**src/rtl/ram_reader.sv**
```systemverilog
// ram_reader: reads the sample RAM newest-first and
// streams each WIDTH-bit word out as bytes, LSB first.
module ram_reader #(
  parameter int WIDTH = 32,
  parameter int DEPTH = 5
) (
  input  logic             clk_i,
  input  logic             rst_in,
  input  logic             start_i,
  input  logic             abort_i,
  input  logic [DEPTH-1:0] ptr_i,
  input  logic [DEPTH:0]   cnt_i,
  output logic             ram_en_o,
  output logic             ram_we_o,
  output logic [DEPTH-1:0] ram_addr_o,
  input  logic [WIDTH-1:0] ram_d_i,
  output logic [7:0]       tx_data_o,
  output logic             tx_valid_o,
  input  logic             tx_ready_i,
  output logic             busy_o,
  output logic             done_o
);

  localparam int NB = WIDTH / 8;
  localparam int BW = (NB > 1) ? $clog2(NB) : 1;

  localparam logic [DEPTH:0] FULL =
    {1'b1, {DEPTH{1'b0}}};
  localparam logic [DEPTH:0] REM_ONE =
    {{DEPTH{1'b0}}, 1'b1};
  localparam logic [DEPTH-1:0] ADDR_ONE =
    {{(DEPTH-1){1'b0}}, 1'b1};
  localparam logic [BW-1:0] BIDX_ONE =
    {{(BW-1){1'b0}}, 1'b1};
  localparam logic [BW-1:0] BIDX_LAST =
    BW'(NB - 1);

  typedef enum logic [2:0] {
    S_IDLE,
    S_READ,
    S_LATCH,
    S_SEND,
    S_DONE
  } state_t;

  state_t r_state;
  state_t w_next;

  logic [DEPTH-1:0] r_addr;
  logic [DEPTH:0]   r_rem;
  logic [WIDTH-1:0] r_shreg;
  logic [BW-1:0]    r_bidx;

  logic             w_hs;
  logic             w_last;
  logic             w_zero;
  logic [DEPTH:0]   w_cnt_sat;

  // Counts of 2^DEPTH or more still read
  // every word exactly once.
  assign w_cnt_sat = cnt_i[DEPTH] ? FULL : cnt_i;
  assign w_zero    = (cnt_i == '0);
  assign w_hs      = tx_valid_o & tx_ready_i;
  assign w_last    = (r_bidx == BIDX_LAST);

  assign ram_we_o   = 1'b0;
  assign ram_addr_o = r_addr;
  assign tx_data_o  = r_shreg[7:0];

  // State register.
  always_ff @(posedge clk_i or negedge rst_in) begin
    if (!rst_in) begin
      r_state <= S_IDLE;
    end else begin
      r_state <= w_next;
    end
  end

  // Next-state decode; abort overrides all.
  always_comb begin
    w_next = r_state;
    unique case (r_state)
      S_IDLE: begin
        if (start_i) begin
          w_next = w_zero ? S_DONE : S_READ;
        end
      end
      S_READ: begin
        w_next = S_LATCH;
      end
      S_LATCH: begin
        w_next = S_SEND;
      end
      S_SEND: begin
        if (w_hs && w_last) begin
          w_next = (r_rem != '0) ? S_READ
                                 : S_DONE;
        end
      end
      S_DONE: begin
        w_next = S_IDLE;
      end
      default: begin
        w_next = S_IDLE;
      end
    endcase
    if (abort_i) begin
      w_next = S_IDLE;
    end
  end

  // Outputs decoded straight from state.
  always_comb begin
    ram_en_o   = 1'b0;
    tx_valid_o = 1'b0;
    busy_o     = 1'b1;
    done_o     = 1'b0;
    unique case (r_state)
      S_IDLE:  busy_o     = 1'b0;
      S_READ:  ram_en_o   = 1'b1;
      S_LATCH: ;
      S_SEND:  tx_valid_o = 1'b1;
      S_DONE:  done_o     = 1'b1;
      default: busy_o     = 1'b1;
    endcase
  end

  // Address, remaining count and byte shifter.
  always_ff @(posedge clk_i or negedge rst_in) begin
    if (!rst_in) begin
      r_addr  <= '0;
      r_rem   <= '0;
      r_shreg <= '0;
      r_bidx  <= '0;
    end else if (!abort_i) begin
      unique case (r_state)
        S_IDLE: begin
          if (start_i) begin
            r_addr <= ptr_i;
            r_rem  <= w_cnt_sat;
          end
        end
        S_LATCH: begin
          r_shreg <= ram_d_i;
          r_bidx  <= '0;
          r_rem   <= r_rem - REM_ONE;
          r_addr  <= r_addr - ADDR_ONE;
        end
        S_SEND: begin
          if (w_hs) begin
            r_shreg <= r_shreg >> 8;
            r_bidx  <= r_bidx + BIDX_ONE;
          end
        end
        default: ;
      endcase
    end
  end

endmodule

```
**config.mk**
```make
export PLATFORM = sky130hd
export DESIGN_NAME = ram_reader
export DESIGN_NICKNAME = d
export VERILOG_FILES = /design/src/rtl/ram_reader.sv
export SDC_FILE = /design/constraint.sdc
export NUM_CORES = 1
export LEC_CHECK = 0
export ABC_AREA = 0
export CAP_MARGIN = 20
export CORE_MARGIN = 8
export CORE_UTILIZATION = 54
export DETAILED_ROUTE_END_ITERATION = 10
export PLACE_DENSITY = 0.84
export SKIP_CTS_REPAIR_TIMING = 1
export SLEW_MARGIN = 20
export SYNTH_ARGS = -nofsm -noshare
export SYNTH_HDL_FRONTEND = slang
export SYNTH_SLANG_ARGS = --single-unit
```
**constraint.sdc**
```tcl
create_clock -name clk_i -period 3.9 [get_ports clk_i]
set_input_delay 0.78 -clock clk_i [delete_from_list [all_inputs] [get_ports clk_i]]
set_output_delay 0.78 -clock clk_i [all_outputs]
set_load 0.02 [all_outputs]
```
==> impl_metrics.ini <==
[outcome]
outcome = finished clean

[placement]
place_inst = 347
portBuffers = 64
gp_congestion = 0.860
dpl.hpwl_um = 4170
placed_cell_area_mm2 = 0.00330

[die]
ioPinCount = 66
rows = 26
die_y_um = 87.3
initial_core_util_pct = 54.8
dieArea_mm2 = 0.00762
core_mm2 = 0.00501
die_w_um = 87.3

[global_routing]
grt_max_degree = 49
grt_overflow_total = 0
grt_use_total_pct = 15.8
grt_pass1_vias = 1979
antenna_found_initial = 0
grt_pass1_wl_um = 9600

[finish]
n_fill_cell = 408
areaGrowthSynthToFinish_pct = 23.8
nets = 336
final_cell_count_no_fill = 355
fin_area_mm2 = 0.00340
diodes = 0
drive_gt1_share_pct = 22.8

[pwr]
power_density_mw_per_mm2 = 467
p_leak_nw = 1.45
vdd_drop_max_uv = 252

[synth]
ys_seq_elements = 48
async_flop_share_pct = 100
synth-edff-count = 0
syn-num-nets = 285
syn_inst = 233
ys_seq_area_share_pct = 43.8
synth_area_per_cell_um2 = 11.8
syn_area_mm2 = 0.00274
ys_warn_count = 0
yosys_most_used_dff = dfrtp_1
ys_types = 42

[sta]
finalCritPeriodShare_pct = 77.5
max-slew-margin-rel_pct = 59.5
fmax_mhz = 331
hold_slack_ns = 0.485
fin_setup_tns_ns = 0
tightest_slew_ns = 0.608
finalClockSkew_ns = 0.00783
maxSlewViolCount = 0
rsz0062_at_grt = false
final-hold-violation-count = 0
setup-violations-final = 0
min_period_ns = 3.02

[setup_path]
worst-path-max-fanout = 35
reg2reg_slack_ns = 2.02
path_cells = nand3b_4 > inv_1 > clkdlybuf4s50_1
critical_path_required_ns = 3.12
reg2reg_to = r_shreg[19]
crit_type = flop to output pin
cp_top_family = buffers and inverters
critical_path_buf_inv_count = 2
crit_path_end_kind = output pin
worst_setup_path_start_kind = flop
r2r-start = r_state[2]
arrival_ns = 2.24
reg2reg_depth = 4
critical_path.max_stage_delay_ns = 0.63
slowest_stage = dfrtp_1

[clock_tree]
cts_buffers = 5
cts_root_buf = clkbuf_8
ctsLongestPathBuffers = 2
path_clk_slew_ns = 0.09
htree_levels = 2
cts_tree = done
clk_latency_ns = 0.30
numClockSinks = 48

[routing]
wirelength_um = 5720
wl_per_cell_um = 16.1
dr_total_vias = 1967
initialDrtViolationCount = 95
ant_nets = 0
drc = 0
dr.pass1.iters = 4
vias_per_cell = 5.54

[job]
max-cap-violations = 0

[worst_hold_path]
hp-class = input port to async pin
==> synth_stat cells, types with 2 or more instances <==
cell       instances  area (um2)
nor2b_1            2        12.5
a21oi_1            2        10.0
nor3_1             3        15.0
buf_4             11        82.6
o21ai_0            6        30.0
a31oi_1            2        12.5
or3_1              3        18.8
buf_6              7        78.8
nor4b_1            2        17.5
o32a_1             3        30.0
nand2_1           10        37.5
nor2_1             4        15.0
mux2i_1           14         140
a211oi_1           2        15.0
o211ai_1           6        45.0
o2bb2ai_1          5        43.8
nor4_1             3        18.8
nor3b_1            3        22.5
buf_2              3        15.0
mux2_2            50         563
o211a_1            2        20.0
dfrtp_1           48        1200
inv_1             19        71.3
ha_1               4        50.1
o2111ai_1          2        17.5
==> power breakdown <==
group          internal, mW  switching [mW]  leakage (nW)
clock network         0.144           0.172        0.0434
registers             0.648           0.104         0.582
logic                 0.292           0.228         0.822
==> worst max path at each step <==
stage,startpoint,endpoint,slack (ns),cells after the start
floorplan,abort_i,r_shreg[23],2.05,5
global placement,r_state[0],tx_valid_o,1.26,3
detailed placement,r_state[0],tx_valid_o,1.20,3
CTS,r_state[0],tx_valid_o,0.85,3
global route,r_state[0],tx_valid_o,0.73,3
finish,r_state[0],tx_valid_o,0.88,3
==> worst reg2reg max path: cells and delay by family (launching register included) <==
family | cells | cell delay, ns
buf+inv | 1 | 0.41
simple gates | 1 | 0.25
flops | 1 | 0.52
mux | 1 | 0.41
compound gates | 1 | 0.18
==> flip-flops by register name (all words and copies together), names as in the netlist <==
| name | count |
|---|---|
| r_shreg | 32 |
| r_rem | 6 |
| ram_addr_o | 5 |
| r_state | 3 |
| r_bidx | 2 |
==> cell families (layout without fill, tap and decap cells) <==
group | Yosys count | count (layout) | share of synthesized area (%)
simple gates | 41 | 41 | 9.85
buf+inv | 40 | 92 | 9.03
mux | 64 | 64 | 25.6
other cells | 1 | 1 | 0.137
flops | 48 | 48 | 43.8
fa+ha+maj | 4 | 4 | 1.82
compound gates | 35 | 35 | 9.76
==> cell type report <==
| class | count | area (um2) | share of cell area (%) |
|---|---|---|---|
| multi-input cells | 145 | 1290 | 38.1 |
| flip-flops and latches | 48 | 1200 | 35.3 |
| repair buffers | 65 | 646 | 19.0 |
| well taps | 70 | 87.6 | 2.58 |
| clock buffers | 6 | 82.6 | 2.43 |
| inverters | 19 | 71.3 | 2.10 |
| clock inverters | 2 | 15.0 | 0.442 |
==> cells in the final DEF, fill, tap and decap left out, drive strengths merged, types with 3 or more instances in the layout <==
master / netlist / final
o32a: 3 / 3
nor4: 3 / 3
nor2: 4 / 4
or3: 3 / 3
dfrtp: 48 / 48
o211ai: 6 / 6
clkdlybuf4s50: 0 / 63
ha: 4 / 4
o2bb2ai: 5 / 5
mux2: 50 / 50
mux2i: 14 / 14
nor3b: 4 / 4
inv: 19 / 19
nand2: 10 / 10
o21ai: 6 / 6
clkbuf: 0 / 6
nor3: 4 / 4
==> metal layers <==
layer  wire length, um  global-route usage, %  up-vias
met5                 0                      0        -
met4                65                   4.84        0
met3               360                   4.72        6
met2              2730                   24.4       69
met1              2560                   20.7      957
li1                  -                      -      935
==> through the flow <==
stage	power, mW	utilization (%)	worst slack (ns)
after global placement	1.27	65.8	1.26
after detailed placement	1.29	65.8	1.20
final	1.59	67.8	0.878
after CTS	1.60	67.8	0.851
after global routing	1.69	67.8	0.733
after floorplan	1.11	-	2.05
(Power assumes the default switching activity.)
